==> config.mk <==
export PLATFORM = sky130hd
export DESIGN_NAME = fp_round_pack
export DESIGN_NICKNAME = d
export VERILOG_FILES = /design/src/rtl/fp_round_pack.sv
export SDC_FILE = /design/constraint.sdc
export NUM_CORES = 1
export LEC_CHECK = 0
export ABC_AREA = 0
export ABC_CLOCK_PERIOD_IN_PS = 4880
export CORE_UTILIZATION = 50
export CTS_CLUSTER_DIAMETER = 40
export CTS_CLUSTER_SIZE = 14
export DETAILED_ROUTE_END_ITERATION = 8
export PLACE_DENSITY = 0.92
export SYNTH_ARGS = -nofsm -noshare
export SYNTH_HDL_FRONTEND = slang
export SYNTH_SLANG_ARGS = --single-unit
==> constraint.sdc <==
create_clock -name clk -period 4.88 [get_ports clk]
set_input_delay 0.488 -clock clk [delete_from_list [all_inputs] [get_ports clk]]
set_output_delay 0.488 -clock clk [all_outputs]
set_load 0.1 [all_outputs]
==> src/rtl/fp_round_pack.sv <==
// -----------------------------------------------------------------------------
// fp_round_pack
// Final rounding and packing stage of an IEEE-754 floating-point datapath. It
// takes a normalized significand with guard/round/sticky bits and a biased
// exponent plus adjustment from the normalizer. It rounds, renormalizes,
// detects overflow/underflow and packs the sign/exponent/fraction result.
//
// Two-register pipeline:
//   S1 : exponent adjust, inexact detection, round-increment decision
//   S2 : significand increment, carry renormalize, special cases, pack
//
// Configuration macro: FP_ROUND_MODES_EN
//   defined   -> all RISC-V rounding modes (RNE/RTZ/RDN/RUP/RMM); 5..7 act as RNE
//   undefined -> in_rm ignored, always RNE, overflow always to infinity
//
// Ports
//   clk, rst        : single clock, synchronous active-high reset
//   in_valid/ready  : upstream handshake
//   in_sign         : result sign
//   in_exp          : pre-normalization biased exponent
//   in_shift        : two's-complement exponent adjustment
//   in_sig          : {hidden, fraction, G, R, S}
//   in_rm           : rounding mode
//   out_valid/ready : downstream handshake
//   out_result      : packed {sign, exponent, fraction}
//   out_flags       : {NV, DZ, OF, UF, NX} for this result
//   fflags_acc      : sticky OR of flags of every accepted result
//   fflags_clr      : clears fflags_acc (wins over a same-cycle update)
// -----------------------------------------------------------------------------
module fp_round_pack #(
   parameter int SIG_BITS = 23,
   parameter int EXP_BITS = 8
) (
   input  logic                         clk,
   input  logic                         rst,
   input  logic                         in_valid,
   output logic                         in_ready,
   input  logic                         in_sign,
   input  logic [EXP_BITS-1:0]          in_exp,
   input  logic [EXP_BITS-1:0]          in_shift,
   input  logic [SIG_BITS+3:0]          in_sig,
   input  logic [2:0]                   in_rm,
   output logic                         out_valid,
   input  logic                         out_ready,
   output logic [EXP_BITS+SIG_BITS:0]   out_result,
   output logic [4:0]                   out_flags,
   output logic [4:0]                   fflags_acc,
   input  logic                         fflags_clr
);

   // Two extra bits hold the full range of in_exp + in_shift plus a sign.
   localparam int EW = EXP_BITS + 2;
   localparam logic [EW-1:0] EXP_INF = EW'((1 << EXP_BITS) - 1);

   localparam int FLAG_NX = 0;
   localparam int FLAG_UF = 1;
   localparam int FLAG_OF = 2;

   // ---------------------------------------------------------------- S1 comb
   logic          g_bit, r_bit, s_bit, lsb_bit;
   logic          nx, rne_inc, round_inc, ovf_to_max;
   logic [EW-1:0] e_adj;

   assign lsb_bit = in_sig[3];
   assign g_bit   = in_sig[2];
   assign r_bit   = in_sig[1];
   assign s_bit   = in_sig[0];
   assign nx      = g_bit | r_bit | s_bit;
   assign rne_inc = g_bit & (r_bit | s_bit | lsb_bit);
   assign e_adj   = {2'b00, in_exp} + {{2{in_shift[EXP_BITS-1]}}, in_shift};

`ifdef FP_ROUND_MODES_EN
   typedef enum logic [2:0] {
      RM_RNE = 3'd0,
      RM_RTZ = 3'd1,
      RM_RDN = 3'd2,
      RM_RUP = 3'd3,
      RM_RMM = 3'd4
   } rm_e;
`else
   logic unused_rm;
   assign unused_rm = ^in_rm;
`endif

   // ovf_to_max: the mode rounds toward zero for this sign, so an overflow
   // saturates to the largest finite value instead of infinity.
   always_comb begin
      // NOTE: every output of a combinational block gets a default first, so
      // no path leaves it unassigned and no latch is inferred.
      round_inc  = rne_inc;
      ovf_to_max = 1'b0;
`ifdef FP_ROUND_MODES_EN
      case (in_rm)
         RM_RTZ: begin
            round_inc  = 1'b0;
            ovf_to_max = 1'b1;
         end
         RM_RDN: begin
            round_inc  = nx & in_sign;
            ovf_to_max = !in_sign;
         end
         RM_RUP: begin
            round_inc  = nx & !in_sign;
            ovf_to_max = in_sign;
         end
         RM_RMM:  round_inc = g_bit;
         default: ;  // RNE and the reserved encodings
      endcase
`endif
   end

   // ---------------------------------------------------------------- handshake
   logic s1_valid, s1_adv;

   assign s1_adv   = !out_valid | out_ready;
   assign in_ready = !s1_valid | s1_adv;

   // ---------------------------------------------------------------- S1 regs
   logic                s1_sign, s1_inc, s1_nx, s1_zero, s1_ovf_max;
   logic [EW-1:0]       s1_e;
   logic [SIG_BITS:0]   s1_mant;

   always_ff @(posedge clk) begin
      if (rst) begin
         s1_valid <= 1'b0;
      end else if (in_ready) begin
         // NOTE: sequential state is always written with non-blocking
         // assignments so every register samples pre-edge values.
         s1_valid <= in_valid;
      end
   end

   // NOTE: payload registers have no reset; s1_valid qualifies them, so
   // their power-up contents are never observed.
   always_ff @(posedge clk) begin
      if (in_ready && in_valid) begin
         s1_sign    <= in_sign;
         s1_e       <= e_adj;
         s1_mant    <= in_sig[SIG_BITS+3:3];
         s1_inc     <= round_inc;
         s1_nx      <= nx;
         s1_zero    <= (in_sig == '0);
         s1_ovf_max <= ovf_to_max;
      end
   end

   // ---------------------------------------------------------------- S2 comb
   logic [SIG_BITS+1:0]        sum;
   logic                       carry, overflow, e_nonpos;
   logic [SIG_BITS:0]          mant;
   logic [EW-1:0]              e_rnd;
   logic [EXP_BITS-1:0]        exp_field;
   logic [EXP_BITS+SIG_BITS:0] res_next;
   logic [4:0]                 flags_next;

   assign sum      = {1'b0, s1_mant} + {{(SIG_BITS+1){1'b0}}, s1_inc};
   assign carry    = sum[SIG_BITS+1];
   assign mant     = carry ? sum[SIG_BITS+1:1] : sum[SIG_BITS:0];
   assign e_rnd    = s1_e + {{(EW-1){1'b0}}, carry};
   assign overflow = $signed(e_rnd) >= $signed(EXP_INF);
   assign e_nonpos = e_rnd[EW-1] || (e_rnd == '0);

   // A denormal whose rounding reaches the hidden bit becomes the smallest
   // normal, so the exponent field follows the hidden bit there.
   assign exp_field = e_nonpos ? {{(EXP_BITS-1){1'b0}}, mant[SIG_BITS]}
                               : e_rnd[EXP_BITS-1:0];

   always_comb begin
      res_next   = {s1_sign, exp_field, mant[SIG_BITS-1:0]};
      flags_next = '0;
      flags_next[FLAG_NX] = s1_nx;
      if (s1_zero) begin
         res_next   = {s1_sign, {(EXP_BITS+SIG_BITS){1'b0}}};
         flags_next = '0;
      end else if (overflow) begin
         flags_next[FLAG_OF] = 1'b1;
         flags_next[FLAG_NX] = 1'b1;
         if (s1_ovf_max)
            res_next = {s1_sign, {{(EXP_BITS-1){1'b1}}, 1'b0}, {SIG_BITS{1'b1}}};
         else
            res_next = {s1_sign, {EXP_BITS{1'b1}}, {SIG_BITS{1'b0}}};
      end else if (exp_field == '0 && s1_nx) begin
         flags_next[FLAG_UF] = 1'b1;
      end
   end

   // ---------------------------------------------------------------- S2 regs
   always_ff @(posedge clk) begin
      if (rst) begin
         out_valid  <= 1'b0;
         out_result <= '0;
         out_flags  <= '0;
      end else if (s1_adv) begin
         out_valid <= s1_valid;
         if (s1_valid) begin
            out_result <= res_next;
            out_flags  <= flags_next;
         end
      end
   end

   always_ff @(posedge clk) begin
      if (rst || fflags_clr)
         fflags_acc <= '0;
      else if (out_valid && out_ready)
         fflags_acc <= fflags_acc | out_flags;
   end

endmodule
==> results of run 1 <==
[area by class of cell]
type,instances,area (um2),share of cell area [%]
multi-input combinational,279,1869,36.60
tap,102,127.6,2.499
inverter,12,45.04,0.8819
timing repair buffer,92,910.9,17.83
clock buffer,9,123.9,2.425
sequential,78,1942,38.02
clock inverter,7,88.84,1.739
[critical path: cells and delay by family (launching register included)]
kind	cells	cell delay (ns)
AOI/OAI and AO/OA	3	0.90
xor gates and xnor gates	1	0.19
adders and majority gates	4	0.97
buffers and inverters	1	0.24
DFF	1	0.34
and+or+nand+nor	6	1.38
[cells in the mapped netlist, types with 2 or more instances]
master / instances / share of area (%)
a21boi_0: 2 / 0.38
a21o_1: 4 / 0.76
a21oi_1: 11 / 1.4
a21oi_2: 6 / 1.3
a22oi_1: 4 / 0.76
a31oi_1: 12 / 1.9
a32oi_1: 14 / 3.1
and2_1: 3 / 0.47
and3_1: 6 / 0.95
and4_1: 2 / 0.44
buf_2: 2 / 0.25
buf_4: 4 / 0.76
buf_6: 3 / 0.85
clkbuf_1: 9 / 0.85
dfxtp_1: 40 / 20
edfxtp_1: 38 / 29
ha_1: 13 / 4.1
inv_1: 12 / 1.1
mux2_2: 3 / 0.85
mux2i_1: 2 / 0.50
nand2_1: 36 / 3.4
nand2b_1: 5 / 0.79
nand3_1: 17 / 2.1
nand3b_1: 3 / 0.57
nand4_1: 7 / 1.1
nand4b_1: 2 / 0.44
nor2_1: 39 / 3.7
nor2b_1: 4 / 0.63
nor3_1: 8 / 1.0
nor4_1: 7 / 1.1
o21ai_0: 4 / 0.50
o21ai_2: 6 / 1.3
o41ai_1: 2 / 0.44
or2_2: 2 / 0.32
xnor2_1: 18 / 4.0
xor2_1: 11 / 2.4
[per-layer routing]
layer	vias to the layer above	routed length [um]
met3	12	474
met1	1516	4018
li1	1578	-
met4	0	132
met2	130	4212
met5	-	0
[logic make-up after synthesis]
kind of cell | share of synthesized area, %
xor gates and xnor gates | 6.816
and+or+nand+nor | 19.44
adders and majority gates | 4.607
muxes | 1.357
DFF | 48.97
buffers and inverters | 4.165
other | 0.09458
AOI/OAI and AO/OA | 14.55
[where the power goes]
| part | total (mW) | switching, mW | internal, mW |
|---|---|---|---|
| Clock | 0.516 | 0.232 | 0.284 |
| Combinational | 0.307 | 0.197 | 0.111 |
| Sequential | 0.766 | 0.0373 | 0.729 |
[state kept, by name, indices dropped and copies added, names as in the netlist]
register / flops
s1_zero: 1
s1_nx: 1
s1_valid: 1
s1_e: 10
s1_sign: 1
s1_inc: 1
out_flags: 3
out_valid: 1
fflags_acc: 3
out_result: 32
s1_mant: 24
[worst max-delay path by stage]
stage                                   to  depth (start not counted)
2_1_floorplan  out_result[21]$_SDFFE_PP0P_                         15
3_3_place_gp   out_result[22]$_SDFFE_PP0P_                         14
3_5_place_dp   out_result[15]$_SDFFE_PP0P_                         15
4_1_cts         out_result[1]$_SDFFE_PP0P_                         15
5_1_grt        out_result[15]$_SDFFE_PP0P_                         15
6_report        out_result[1]$_SDFFE_PP0P_                         15
[stage by stage]
step                      setup slack [ns]  util (%)  instances
after floorplan                      1.490         -        389
after global placement              0.8815     63.67        563
after detailed placement            0.7801     63.67        563
after CTS                           0.7417     66.44        579
after global routing                0.3913     66.44        579
final                               0.7146     66.44        579
==> results by group, run 1 <==
Outcome
  – Status: finished with violations
  – Failing checks: design-rule violations

Critical path
  – Reg2Reg Setup Slack: 0.71 ns
  – Worst R2R Path Depth: 15
  – CP max FO: 24
  – Critical path cell sequence: ha_1 -> ha_1 -> nand3_1 -> or2_2 -> nor3_1 -> ha_1 -> ha_1 -> nand3_1 -> xor2_1 -> a2111oi_0 -> and4_4 -> a211oi_4 -> buf_4 -> a32oi_1 -> nor2_1
  – CP Data Required Time: 5.10 ns
  – Critical path type: flip-flop to flip-flop
  – Crit-path slowest cell: a2111oi_0
  – Most frequent CP cell: ha_1
  – Worst reg2reg path endpoint: out_result[1]$_SDFFE_PP0P_
  – Worst Setup End Kind: flip-flop
  – Slowest cell delay on critical path: 0.63 ns
  – Critical path origin: s1_inc$_DFFE_PP_
  – Critical Path AT: 4.39 ns
  – R2R Path Start: s1_inc$_DFFE_PP_
  – Critical Path Source Type: flip-flop

Detailed routing
  – DR vias/cell: 5.589
  – First-pass DRT Iterations: 7
  – Via count: 3236
  – Routed Antenna Nets: 0
  – DR WL/cell: 15.26 um
  – DRC errors left: 2
  – Drt first-iter violations: 177
  – Final wirelength: 8838 um

Clock network
  – Post-CTS sizing: 0
  – Clk_lat worst skew: 0.35 ns
  – CTS tree: yes
  – Hold Buf Count CTS: 0
  – Clock sink count: 78
  – Number of H-tree levels: 3
  – Clock transition at the registers of the reported paths: 0.07 ns
  – Clk buf depth: 2
  – Post-CTS Setup Bufs: 0
  – Root Buffer: clkbuf_8
  – CTS Buf Count: 9

Worst hold path
  – Hold Crit Depth: 2
  – Hold path startpoint: out_result[2]$_SDFFE_PP0P_
  – Min-delay worst type: flip-flop to flip-flop
  – WHS Endpoint: out_result[2]$_SDFFE_PP0P_

Place
  – Port Buffers: 88
  – Routability congestion estimate: 0.8388
  – DP Area: 4895 um2
  – DP Wirelength: 6705 um

Synthesis
  – Syn. warnings: 0
  – Ys flop type: dfxtp_1
  – Avg Inst Size Synth: 10.27 um2
  – Async SR Flop Fraction: 0%
  – Yosys reg bits: 78
  – Mapped cell area: 3965 um2
  – Post-synth cell types: 61
  – Post-synth EDFFs: 38
  – Seq/Total Area, Yosys: 48.97%
  – Gate Count Post-Synth: 386

Power and ir drop
  – Pwr Total: 1.590 mW
  – Power Density: 311.2 nW/um2
  – Peak VDD IR: 0.1459 mV
  – Leakage: 1.795 nW

STA
  – Clk_skew: 0.008650 ns
  – RSZ-0062 raised after global routing: no
  – Final Hold Fails: 0
  – Final hold slack: 0.4698 ns
  – FMAX: 0.2401 GHz
  – Endpoints failing setup: 0
  – Final Cycle Share: 85.36%
  – Tmin final: 4.165 ns
  – Final slew viol count: 0
  – Setup TNS: 0 ns
  – Slew HR: 34.20%
  – Worst-margin pin slew: 0.9839 ns

Floorplanning
  – Die area: 8290 um2
  – Initial Util: 51.58%
  – Die Y: 91.05 um
  – Row cnt: 32
  – IO Count: 96
  – Die width: 91.05 um
  – Core area: 7687 um2

GRT
  – Vias in the first global route: 3102
  – Global routing met3 resource utilization: 3.266%
  – Grt total ovfl: 0
  – Global-route wire length before repair: 14620 um
  – Initial antenna violation count: 0
  – Global Route Usage Sum: 22.38%
  – Pin count of the biggest net entering global routing: 43
  – Met2 Use GR: 36.11%
  – Grt met1 use: 30.54%
  – Most Used Layer, Global Route: met2

Finish
  – P&R area growth vs syn: 28.81%
  – Final Cell Area: 5107 um2
  – Commonest non-fill, non-tap cell in the layout: clkdlybuf4s50_1
  – Number of fill cells: 596
  – Commonest cells after routing, fill and taps aside: clkdlybuf4s50_1, dfxtp_1, nor2_1
  – Final Net Count: 538
  – Layout cells sized above 1: 9.434%
  – Ant diodes: 0

Run
  – Max-Cap Viols: 0
Power figures use the tool's default switching activity.
==> run 2, diff against run 1 <==
Settings changed: CORE_MARGIN from default to 3, PLACE_DENSITY 0.92 to 0.93.
==> results by group, run 2 (synthesis gave the netlist of run 1 again) <==
Critical path
  – CP Data Required Time: 5.11 ns (about the same)
  – Critical Path Source Type: flip-flop
  – Critical path cell sequence: ha_1 -> ha_1 -> nand3_1 -> or2_2 -> nor3_1 -> ha_1 -> ha_1 -> nand3_1 -> xor2_1 -> a2111oi_0 -> and4_4 -> a211oi_4 -> buf_4 -> a32oi_1 -> nor2_1
  – Worst R2R Path Depth: 15 (unchanged)
  – Critical path type: flip-flop to flip-flop
  – Crit-path slowest cell: a2111oi_0
  – CP max FO: 24 (unchanged)
  – Critical Path AT: 4.57 ns (+0.18 ns)
  – Most frequent CP cell: ha_1
  – Slowest cell delay on critical path: 0.60 ns (-0.03 ns)
  – Worst Setup End Kind: flip-flop

Floorplanning
  – Row cnt: 31 (-3.1%)
  – Core area: 7486 um2 (-2.6%)
  – Die width: 95.05 um (+4.4%)
  – Die area: 9035 um2 (+9.0%)
  – Initial Util: 52.97% (+1.4 points)
  – Die Y: 95.05 um (+4.4%)
  – IO Count: 96 (unchanged)

Detailed routing
  – DR WL/cell: 15.74 um (+3.1%)
  – Via count: 3287 (+1.6%)
  – DRC errors left: 0 (-2)
  – First-pass DRT Iterations: 5 (-2)
  – Drt first-iter violations: 263 (+49%)
  – DR vias/cell: 5.707 (+2.1%)
  – Routed Antenna Nets: 0 (unchanged)
  – Final wirelength: 9068 um (+2.6%)

GRT
  – Initial antenna violation count: 0 (unchanged)
  – Global-route wire length before repair: 14350 um (-1.8%)
  – Grt total ovfl: 0 (unchanged)
  – Pin count of the biggest net entering global routing: 43 (unchanged)
  – Vias in the first global route: 3111 (+0.29%)
  – Global Route Usage Sum: 20.44% (-1.9 points)

Clock network
  – Clk buf depth: 2 (unchanged)
  – Clock transition at the registers of the reported paths: 0.08 ns (about the same)
  – Hold Buf Count CTS: 0 (unchanged)
  – Post-CTS sizing: 0 (unchanged)
  – Clock sink count: 78 (unchanged)
  – Number of H-tree levels: 3 (unchanged)
  – Post-CTS Setup Bufs: 0 (unchanged)
  – Root Buffer: clkbuf_8
  – Clk_lat worst skew: 0.35 ns (about the same)
  – CTS tree: yes
  – CTS Buf Count: 9 (unchanged)

Finish
  – Ant diodes: 0 (unchanged)
  – P&R area growth vs syn: 28.49%
  – Max reg flops: 32 (unchanged)
  – Biggest register: out_result
  – Final Cell Area: 5095 um2 (-0.24%)
  – Layout cells sized above 1: 9.644% (+0.21 points)
  – Biggest registers after layout: out_result (32), s1_mant (24), s1_e (10)
  – Commonest cells after routing, fill and taps aside: clkdlybuf4s50_1, dfxtp_1, nor2_1
  – Commonest non-fill, non-tap cell in the layout: clkdlybuf4s50_1
  – Final Net Count: 538 (unchanged)

Place
  – Port Buffers: 88 (unchanged)
  – Routability congestion estimate: 0.9666 (+15%)
  – DP Area: 4891 um2 (about the same)
  – DP Wirelength: 6975 um (+4.0%)

Power and ir drop
  – Peak VDD IR: 0.1510 mV (+3.5%)
  – Internal: 1.083 mW (-3.6%)
  – Switch share: 30.80% (+1.5 points)
  – Net switching power: 0.4818 mW (+3.4%)
  – Sequential power share: 49.0% (+0.8 points)
  – Leakage: 1.794 nW (about the same)
  – Pwr Total: 1.564 mW (-1.6%)
  – Clock power share: 31.4% (-1.1 points)
  – Power Density: 307.1 nW/um2 (-1.3%)
  – Gate power share: 19.6% (+0.3 points)

STA
  – Clk_skew: 0.004815 ns (-0.003835 ns)
  – Final Cycle Share: 88.91% (+3.6 points)
  – Slew HR: 33.24% (-0.96 points)
  – FMAX: 0.2305 GHz (-4.0%)
  – Final slew viol count: 0 (unchanged)
  – Tmin final: 4.339 ns (+0.1735 ns)
  – Endpoints failing setup: 0 (unchanged)
  – Final hold slack: 0.4599 ns (-0.009812 ns)
  – Final Hold Fails: 0 (unchanged)
  – Setup TNS: 0 ns (unchanged)
  – RSZ-0062 raised after global routing: no
  – Worst-margin pin slew: 0.9983 ns (+0.01441 ns)

Outcome
  – Status: completed

Worst hold path
  – Min-delay worst type: flip-flop to flip-flop
  – Hold Crit Depth: 2 (unchanged)

Run
  – Max-Cap Viols: 0 (unchanged)
run 2: changes by cell type in the layout (fill, tap and decap cells not counted):
cell	change
inv_6	+4
clkinv_2	-1
clkinv_1	-1
clkinvlp_2	-1
bufinv_16	-1
run 2: layout make-up:
| cell class | instances | area, um2 |
|---|---|---|
| Clock buffer | 9 | 123.9 |
| Multi-Input combinational cell | 279 | 1869 |
| Fill cell | 562 | 2391 |
| Timing Repair Buffer | 92 | 910.9 |
| Clock inverter | 7 | 80.08 |
| Inverter | 12 | 45.04 |
| Tap cell | 99 | 123.9 |
| Sequential cell | 78 | 1942 |
run 2: layer usage:
metal / up-vias / share of wire [%] / global-route usage [%]
met2: 168 / 46 / 31.83
met5: - / 0 / 0
li1: 1588 / - / -
met1: 1498 / 43 / 27.32
met4: 0 / 3.7 / 11.18
met3: 33 / 6.5 / 3.236
run 2: path summary, 6_finish.rpt:
check	start	to	slack, ns
max	s1_mant[0]$_DFFE_PP_	out_result[9]$_SDFFE_PP0P_	0.54
min	out_result[4]$_SDFFE_PP0P_	out_result[4]$_SDFFE_PP0P_	0.46
max reg2reg	s1_mant[0]$_DFFE_PP_	out_result[9]$_SDFFE_PP0P_	0.54
min reg2reg	out_result[4]$_SDFFE_PP0P_	out_result[4]$_SDFFE_PP0P_	0.46
run 2: worst max-delay path: cells and delay by family, from the launching register on:
family          cells  cell delay (ns)
simple gates        6             1.47
compound gates      3             0.90
xor+xnor            1             0.21
fa+ha+maj           4             1.06
buf+inv             1             0.24
flops               1             0.34
run 2: metrics by stage:
step,std cells,setup WS (ns),util (%)
CTS,576,0.6489,68.06
global placement,560,0.8608,65.34
finish,576,0.5411,68.06
detailed placement,560,0.6617,65.34
floorplan,389,1.490,-
global route,576,0.2864,68.06
run 2: power groups by stage:
stage               clock network [mW]  logic, mW  registers [mW]
global placement                     0      0.297           0.777
global route                     0.524      0.327           0.771
detailed placement                   0      0.306           0.780
CTS                              0.501      0.307           0.765
floorplan                            0      0.140           0.850
finish                           0.491      0.307           0.766
